### config.mk
export PLATFORM = sky130hd
export DESIGN_NAME = ex_alu_stage
export DESIGN_NICKNAME = d
export VERILOG_FILES = /design/src/rtl/ex_alu_stage_pkg.sv /design/src/rtl/ex_alu_stage_alu_core.sv /design/src/rtl/ex_alu_stage.sv
export SDC_FILE = /design/constraint.sdc
export NUM_CORES = 1
export LEC_CHECK = 0
export CORE_AREA = 4 4 130 132
export DETAILED_ROUTE_END_ITERATION = 8
export DIE_AREA = 0 0 134 136
export PLACE_DENSITY = 0.66
export SKIP_CTS_REPAIR_TIMING = 1
export SYNTH_ARGS = -nofsm -noshare
export SYNTH_HDL_FRONTEND = slang
export SYNTH_HIERARCHICAL = 1
export SYNTH_SLANG_ARGS = --single-unit
### constraint.sdc
create_clock -name clk -period 2.9 [get_ports clk]
set_clock_uncertainty 0.15 [all_clocks]
set_input_delay 0.58 -clock clk [delete_from_list [all_inputs] [get_ports clk]]
set_output_delay 0.58 -clock clk [all_outputs]
set_load 0.01 [all_outputs]
### src/rtl/ex_alu_stage_pkg.sv
// Shared constants for the execute stage: ALU operation codes as produced by decode.
package ex_alu_stage_pkg;

    localparam int unsigned AluOpW = 3;

    localparam logic [AluOpW-1:0] ALU_ADD = 3'b000;
    localparam logic [AluOpW-1:0] ALU_SUB = 3'b001;
    localparam logic [AluOpW-1:0] ALU_AND = 3'b010;
    localparam logic [AluOpW-1:0] ALU_OR  = 3'b011;

endpackage

### src/rtl/ex_alu_stage_alu_core.sv
// Purely combinational ALU datapath; unassigned opcodes fall back to ADD.
module alu_core
    import ex_alu_stage_pkg::*;
#(
    parameter int unsigned XLEN = 32
) (
    input  logic [AluOpW-1:0] op,
    input  logic [XLEN-1:0]   a,
    input  logic [XLEN-1:0]   b,
    output logic [XLEN-1:0]   result
);

    // Wrap-around arithmetic; no carry/overflow is exported.
    always_comb begin
        result = a + b;
        case (op)
            ALU_SUB: result = a - b;
            ALU_AND: result = a & b;
            ALU_OR:  result = a | b;
            default: result = a + b;
        endcase
    end

endmodule

### src/rtl/ex_alu_stage.sv
// Execute stage: ALU compute at accept, 2-entry skid buffer (main + skid) so in_ready is a
// flop and downstream stalls never reach decode combinationally.
module ex_alu_stage
    import ex_alu_stage_pkg::*;
#(
    parameter int unsigned XLEN = 32,
    parameter int unsigned RD_W = 5
) (
    input  logic              clk,
    input  logic              rst_n,
    input  logic              flush,
    input  logic              in_valid,
    output logic              in_ready,
    input  logic [AluOpW-1:0] in_alu_op,
    input  logic [XLEN-1:0]   in_src_a,
    input  logic [XLEN-1:0]   in_src_b,
    input  logic [RD_W-1:0]   in_rd,
    input  logic              in_reg_write,
    output logic              out_valid,
    input  logic              out_ready,
    output logic [XLEN-1:0]   out_result,
    output logic              out_zero,
    output logic [RD_W-1:0]   out_rd,
    output logic              out_reg_write
);

    // Occupancy: StOne = main slot only, StTwo = main + skid.
    typedef enum logic [1:0] {
        StEmpty = 2'b00,
        StOne   = 2'b01,
        StTwo   = 2'b10
    } state_e;

    state_e            state_q, state_d;
    logic              in_ready_q, in_ready_d;
    logic              out_valid_q, out_valid_d;
    logic [XLEN-1:0]   out_result_q, out_result_d;
    logic              out_zero_q, out_zero_d;
    logic [RD_W-1:0]   out_rd_q, out_rd_d;
    logic              out_reg_write_q, out_reg_write_d;
    logic [XLEN-1:0]   skid_result_q, skid_result_d;
    logic [RD_W-1:0]   skid_rd_q, skid_rd_d;
    logic              skid_reg_write_q, skid_reg_write_d;

    logic [XLEN-1:0]   alu_result;
    logic              accept;
    logic              handoff;

    alu_core #(
        .XLEN (XLEN)
    ) u_alu_core (
        .op     (in_alu_op),
        .a      (in_src_a),
        .b      (in_src_b),
        .result (alu_result)
    );

    assign accept  = in_valid & in_ready_q;
    assign handoff = out_valid_q & out_ready;

    // Next-state: slot movement, flush kill, and registered ready/valid/zero.
    always_comb begin
        state_d          = state_q;
        out_result_d     = out_result_q;
        out_rd_d         = out_rd_q;
        out_reg_write_d  = out_reg_write_q;
        skid_result_d    = skid_result_q;
        skid_rd_d        = skid_rd_q;
        skid_reg_write_d = skid_reg_write_q;

        if (flush) begin
            // Flush dominates any same-cycle accept or handoff.
            state_d         = StEmpty;
            out_reg_write_d = 1'b0;
        end else begin
            case (state_q)
                StEmpty: begin
                    if (accept) begin
                        out_result_d    = alu_result;
                        out_rd_d        = in_rd;
                        out_reg_write_d = in_reg_write;
                        state_d         = StOne;
                    end
                end
                StOne: begin
                    if (accept && handoff) begin
                        out_result_d    = alu_result;
                        out_rd_d        = in_rd;
                        out_reg_write_d = in_reg_write;
                    end else if (accept) begin
                        skid_result_d    = alu_result;
                        skid_rd_d        = in_rd;
                        skid_reg_write_d = in_reg_write;
                        state_d          = StTwo;
                    end else if (handoff) begin
                        state_d = StEmpty;
                    end
                end
                StTwo: begin
                    if (handoff) begin
                        out_result_d     = skid_result_q;
                        out_rd_d         = skid_rd_q;
                        out_reg_write_d  = skid_reg_write_q;
                        skid_reg_write_d = 1'b0;
                        state_d          = StOne;
                    end
                end
                default: state_d = StEmpty;
            endcase
        end

        out_valid_d = (state_d != StEmpty);
        in_ready_d  = (state_d != StTwo);
        out_zero_d  = (out_result_d == '0);
    end

    // State and output registers; async reset drops every entry.
    always_ff @(posedge clk or negedge rst_n) begin
        if (!rst_n) begin
            state_q          <= StEmpty;
            in_ready_q       <= 1'b1;
            out_valid_q      <= 1'b0;
            out_result_q     <= '0;
            out_zero_q       <= 1'b1;
            out_rd_q         <= '0;
            out_reg_write_q  <= 1'b0;
            skid_result_q    <= '0;
            skid_rd_q        <= '0;
            skid_reg_write_q <= 1'b0;
        end else begin
            state_q          <= state_d;
            in_ready_q       <= in_ready_d;
            out_valid_q      <= out_valid_d;
            out_result_q     <= out_result_d;
            out_zero_q       <= out_zero_d;
            out_rd_q         <= out_rd_d;
            out_reg_write_q  <= out_reg_write_d;
            skid_result_q    <= skid_result_d;
            skid_rd_q        <= skid_rd_d;
            skid_reg_write_q <= skid_reg_write_d;
        end
    end

    assign in_ready      = in_ready_q;
    assign out_valid     = out_valid_q;
    assign out_result    = out_result_q;
    assign out_zero      = out_zero_q;
    assign out_rd        = out_rd_q;
    assign out_reg_write = out_reg_write_q;

endmodule

==> impl_metrics.py, run 1 <==
metrics = {
    "sta": {
        "finalSetupViolations": 55,
        "final_hold_viol_count": 0,
        "fmax_mhz": 189,
        "whs_ns": 0.264,
        "slew_headroom_pct": 33.2,
        "rsz0062_at_grt": "yes",
        "slew_violations": 0,
        "worst_pin_slew_ns": 1.00,
        "setup_ws_ns": -2.39,
        "period_needed_ns": 5.29,
        "min_period_over_period_pct": 182,
    },
    "clocking": {
        "tritoncts": "built",
        "cts-root-buf": "clkbuf_16",
        "clk_latency_ns": 0.34,
        "clock_sinks": 81,
        "cts_buffers": 9,
        "htree_levels": 3,
        "clock_path_buffers": 2,
        "cts.clk_slew.worst_paths_ns": 0.06,
    },
    "synth": {
        "synthFlopType": "dfrtp_1",
        "syn_inst": 745,
        "yosysWarnings": 6,
        "synth.yosys.seq_area_share_pct": 30.6,
        "yosysTopAreaCellShare_pct": 29.8,
        "yosysMostFrequentCell": "dfrtp_1",
        "ys_ff_latch": 81,
        "synthTopCellsByCount": "dfrtp_1, nand2_1, a21oi_1, inv_1, o21ai_0",
        "synthTopCellsByArea": "dfrtp_1, ha_1, mux2_2",
        "synth-edff-count": 0,
        "syn_area_um2": 6630,
        "async_reset_ff_share_pct": 100,
        "synth.avg_cell_area_um2": 8.90,
        "synth.distinct_cells": 69,
        "synth_fp_nets": 862,
        "post-synth-top-area-cell": "dfrtp_1",
    },
    "critical_path": {
        "path_cells": "buf_6 > or4_4 > buf_12 > nor4_4 > buf_4 > a31oi_4 > xnor2_2 > ha_1 > inv_2 > o31ai_4 > nor3_1 > nor2_1 > nand2_4 > o311a_1 > buf_4 > nor2_2 > o211ai_2 > a211o_1 > and3_4 > nor4_4 > nand4_1 > o21ai_1 > nand4b_1 > a21oi_1",
        "path_class": "input port to flop",
        "crit_path_start": "in_src_b[4]",
        "start_kind": "input port",
        "setup.worst_path.end_class": "flop",
        "path_max_fanout": 3,
        "crit_required_ns": 3.00,
        "slowest_delay_ns": 0.57,
        "crit_path_top_delay_cell": "or4_4",
        "regToRegStartpoint": "state_q[0]",
        "crit_arrival_ns": 5.39,
    },
    "global_route": {
        "grt_pass1_wl_um": 35500,
        "grt_usage_pct": 23.7,
        "gr-total-overflow": 0,
        "antenna_found_initial": 0,
        "grt_pass1_vias": 7325,
        "grt_max_degree": 82,
    },
    "pwr": {
        "total_power_mw": 6.54,
        "cellLeakagePower_nw": 5.08,
        "power_density_nw_per_um2": 587,
        "vdd_drop_max_mv": 0.365,
    },
    "layout": {
        "area_growth_pct": 67.8,
        "fillers": 1083,
        "fin_nets": 1193,
        "drive_above_1_share_pct": 40.3,
        "n_antenna_cell": 0,
    },
    "die": {
        "start_util_pct": 42.2,
        "coreArea_um2": 15700,
        "die_w_um": 134,
        "row_count": 46,
        "die_area_um2": 18200,
        "fp.dieH_um": 136,
        "top_level_ports": 119,
    },
    "flow_run": {
        "cap_violations": 0,
    },
    "routing": {
        "drt-total-wl_um": 23600,
        "num_vias": 7294,
        "dr.pass1.iters": 6,
        "drc": 0,
        "drtIter0Drc": 598,
        "avgRoutedWirePerCell_um": 18.2,
        "antenna_left": 0,
        "vias_per_cell": 5.62,
    },
    "placement": {
        "port_buffers": 118,
        "gp_congestion": 0.945,
        "place_hpwl_um": 17300,
    },
    "worst_hold_path": {
        "worstHoldPathType": "input port to asynchronous set/reset pin",
    },
    "outcome": {
        "violations": "setup timing",
        "status": "finished with violations",
    },
}
## path summary, 6_finish.rpt
path                                       end  slack, ns  depth (start not counted)
max in group asynchronous         skid_rd_q[2]       1.69                          1
worst max-delay path                  out_zero      -2.39                         24
worst min-delay path            out_result[24]       0.26                          1
worst max register to register  out_result[23]       0.62                          8
min in group clk                     out_rd[4]       0.33                          2
worst min register to register       out_rd[4]       0.33                          2
## state kept, by name, summed over array words and instances, names as in the netlist
name,count
in_ready,1
out_rd,5
out_reg_write,1
out_result,32
out_valid,1
out_zero,1
skid_rd_q,5
skid_reg_write_q,1
skid_result_q,32
state_q,2
## routing by layer
layer  part of all wire [%]  global-route usage [%]  routed length, um  vias up
met5                      0                       0                  0        -
met3                    5.1                    2.96               1200       79
met4                    3.0                    7.83                698        0
met1                     42                    30.7               9980     3514
met2                     50                    41.3              11700      277
li1                       -                       -                  -     3424
## metrics by stage
stage	instances	setup TNS [ns]	setup slack (ns)	cell area (um2)	util (%)
2_1_floorplan	745	-56.71	-1.94	6930	-
3_3_place_gp	1253	-102.54	-2.70	9810	62.4
3_5_place_dp	1253	-107.00	-2.90	9810	62.4
4_1_cts	1269	-85.96	-2.56	10100	64.5
5_1_grt	1297	-80.78	-2.54	11100	70.8
6_report	1297	-73.83	-2.39	11100	70.8
## area by class of cell
class	instances	area, um2	area share [%]
clock buffers	14	264	2.37
clock inverters	2	60.1	0.540
inverters	53	199	1.79
multi-input cells	573	5130	46.1
flip-flops and latches	81	2030	18.2
well taps	216	270	2.43
repair buffers	358	3180	28.5
## critical path, delay by kind of cell
family | cells | cell delay [ns]
xor+xnor | 1 | 0.15
simple gates | 10 | 2.12
buf+inv | 5 | 0.68
compound gates | 7 | 1.48
fa+ha+maj | 1 | 0.36
## cell families (layout without fill, tap and decap cells)
logic type / after synthesis / count (layout) / share of synthesized area (%)
AND/OR/NAND/NOR: 203 / 203 / 15.9
XOR/XNOR: 58 / 58 / 7.66
multiplexers: 45 / 45 / 7.51
buffers and inverters: 91 / 427 / 5.85
flip-flops: 81 / 81 / 30.6
AO/OA/AOI/OAI: 200 / 200 / 20.8
adder cells (fa/ha/maj): 67 / 67 / 11.7
## cell usage in the layout (no fill, tap or decap), types with 11 or more instances in the layout
master,count
xnor2_1,27
a222oi_1,31
nor2_1,35
dfrtp_1,79
nand4_1,11
o21ai_2,15
o21ai_1,11
mux2_4,24
buf_4,207
nor3_1,13
buf_6,30
a21o_1,12
xor2_1,19
inv_1,50
a21oi_1,21
mux2_2,14
o21ai_0,16
clkdlybuf4s50_1,103
nand2_1,55
a21oi_2,28
nor4_1,21
ha_1,35
maj3_1,28
## report_power, final
part	internal, mW	leakage [nW]	switching, mW
registers	1.59	1.00	0.426
logic	1.86	3.92	1.43
clock network	0.802	0.157	0.426
(Power assumes the default switching activity.)
==> run 2: changes to the inputs <==
--- a/config.mk
+++ b/config.mk
@@ -5,10 +5,10 @@
 export SDC_FILE = /design/constraint.sdc
 export NUM_CORES = 1
 export LEC_CHECK = 0
-export CORE_AREA = 4 4 130 132
+export CORE_AREA = 4 4 116 118
 export DETAILED_ROUTE_END_ITERATION = 8
-export DIE_AREA = 0 0 134 136
-export PLACE_DENSITY = 0.66
+export DIE_AREA = 0 0 120 122
+export PLACE_DENSITY_LB_ADDON = 0.2
 export SKIP_CTS_REPAIR_TIMING = 1
 export SYNTH_ARGS = -nofsm -noshare
 export SYNTH_HDL_FRONTEND = slang
==> impl_metrics.py, run 2 (synthesized netlist as in run 1, its figures left out) <==
metrics = {
    "global_route": {
        "antenna_found_initial": 0,
        "use_met1_pct": 39.2,
        "gr-total-overflow": 0,
        "grt_pass1_wl_um": 37000,
        "grt_pass1_vias": 7517,
        "grt_util_met3_pct": 3.62,
        "grt_usage_pct": 31.5,
        "grt_max_degree": 82,
        "use_met2_pct": 56.1,
        "top_usage_layer": "met2",
    },
    "critical_path": {
        "regToRegStartpoint": "state_q[1]",
        "crit_required_ns": 3.02,
        "reg2reg_depth": 8,
        "crit_path_top_delay_cell": "or4_4",
        "slowest_delay_ns": 0.58,
        "crit_buf_inv": 1,
        "cpLargestDelayFamily": "simple AND/OR/NAND/NOR gates",
        "crit_arrival_ns": 5.35,
        "setup.worst_path.end_class": "flop",
        "path_cells": "buf_6 > or4_4 > nor4b_4 > nand3b_4 > or3_4 > o41ai_4 > xor2_1 > ha_1 > a21oi_2 > o21bai_2 > nor3b_2 > o311a_1 > o31a_1 > o211ai_2 > a211o_1 > and3_4 > nor4_4 > nand4_1 > o21ai_1 > nand4b_1 > a21oi_1",
        "path_class": "input port to flop",
        "start_kind": "input port",
        "r2r_slack_ns": 0.45,
        "path_max_fanout": 4,
        "rr_endpoint": "out_result[11]",
    },
    "routing": {
        "drtIter0Drc": 858,
        "drt-total-wl_um": 26800,
        "vias_per_cell": 6.22,
        "dr.pass1.iters": 7,
        "antenna_left": 0,
        "drc": 0,
        "avgRoutedWirePerCell_um": 21.5,
        "num_vias": 7764,
    },
    "layout": {
        "fin_util_pct": 88.9,
        "drive_above_1_share_pct": 40.1,
        "final_cells": 1249,
        "multi_input_area_um2": 5180,
        "seq_area_um2": 2030,
        "fin_nets": 1189,
        "n_antenna_cell": 0,
        "fillers": 569,
        "area_growth_pct": 67.1,
        "mostFrequentLayoutCells": "buf_4, clkdlybuf4s50_1, dfrtp_1",
        "final_common_cell": "buf_4",
        "stdcell_area_um2": 11100,
    },
    "placement": {
        "dp_cells": 1215,
        "placed_area_um2": 9800,
        "place_hpwl_um": 18300,
        "port_buffers": 118,
        "gp_congestion": 0.940,
    },
    "pwr": {
        "vdd_drop_max_mv": 0.343,
        "power.internal_mw": 4.16,
        "switchingPower_mw": 2.50,
        "seqPwrFrac_pct": 30.9,
        "p_clk_share_pct": 16.7,
        "p_sw_share_pct": 37.5,
        "power_density_nw_per_um2": 601,
        "p_comb_share_pct": 52.3,
        "cellLeakagePower_nw": 5.06,
    },
    "sta": {
        "slew_violations": 0,
        "final_hold_viol_count": 0,
        "slew_headroom_pct": 34.5,
        "min_period_over_period_pct": 180,
        "setup-tns-final_ns": -73.90,
        "fmax_mhz": 191,
        "whs_ns": 0.240,
        "rsz0062_at_grt": "yes",
        "finalSetupViolations": 58,
        "setup_ws_ns": -2.33,
        "worst_pin_slew_ns": 0.983,
        "period_needed_ns": 5.23,
    },
    "clocking": {
        "tritoncts": "built",
        "htree_levels": 3,
        "clock_path_buffers": 2,
        "cts-root-buf": "clkbuf_16",
        "clock_sinks": 81,
        "cts.clk_slew.worst_paths_ns": 0.06,
        "clk_latency_ns": 0.34,
        "cts_buffers": 9,
    },
    "outcome": {
        "violations": "setup timing",
        "status": "finished with violations",
    },
    "die": {
        "row_count": 41,
        "die_w_um": 120,
        "top_level_ports": 119,
        "start_util_pct": 53.2,
        "fp.dieH_um": 122,
        "coreArea_um2": 12500,
        "die_area_um2": 14600,
    },
    "flow_run": {
        "cap_violations": 0,
    },
    "worst_hold_path": {
        "worstHoldPathType": "input port to asynchronous set/reset pin",
    },
}
run 2: changes by cell type in the layout (fill, tap and decap cells not counted), moves of 3 or more:
cell and change:
a21oi_1 +3, a21oi_2 -5, a31oi_1 +3, a31oi_2 -3
buf_4 -13, buf_6 +10, o31ai_1 -3, o31ai_2 +3
xnor2_2 -3, xnor2_4 +3
run 2: how the worst max path moves through the flow:
stage,slack (ns),depth (start not counted),end,startpoint
floorplan,-1.94,23,out_zero,in_src_b[4]
global placement,-2.76,21,out_zero,in_src_b[4]
detailed placement,-2.82,21,out_zero,in_src_b[4]
CTS,-2.61,21,out_zero,in_src_b[4]
global route,-2.49,21,out_zero,in_src_b[2]
finish,-2.33,21,out_zero,in_src_b[2]
run 2: stage by stage:
step	worst slack, ns	total power [mW]
after global routing	-2.49	6.92
after global placement	-2.76	4.78
after detailed placement	-2.82	4.94
after CTS	-2.61	6.10
final	-2.33	6.66
after floorplan	-1.94	3.41
run 2: power groups by stage:
stage,sequential [mW],clock (mW),combinational [mW]
5_1_grt,2.09,1.17,3.67
4_1_cts,2.02,1.11,2.97
3_3_place_gp,1.97,0,2.81
6_report,2.06,1.12,3.48
2_1_floorplan,1.97,0,1.44
3_5_place_dp,2.02,0,2.92
run 2: final cells by class:
class | instances | area share (%)
Multi-Input combinational cell | 573 | 46.8
Timing Repair Buffer | 354 | 28.6
Sequential cell | 81 | 18.3
Clock buffer | 11 | 2.10
Tap cell | 172 | 1.94
Inverter | 53 | 1.79
Clock inverter | 5 | 0.508
run 2: per-layer routing:
metal,up-vias,wire length (um)
met5,-,0
met4,0,1120
met3,97,1820
met2,444,13700
met1,3798,10200
li1,3425,-
run 2: worst register-to-register path, stage by stage, from the launching register on:
cell	delay, ns
dfrtp_1	0.40
inv_1	0.10
ha_1	0.25
a21boi_0	0.18
a221oi_2	0.29
nand2_2	0.21
buf_12	0.22
a222oi_1	0.43
inv_1	0.11
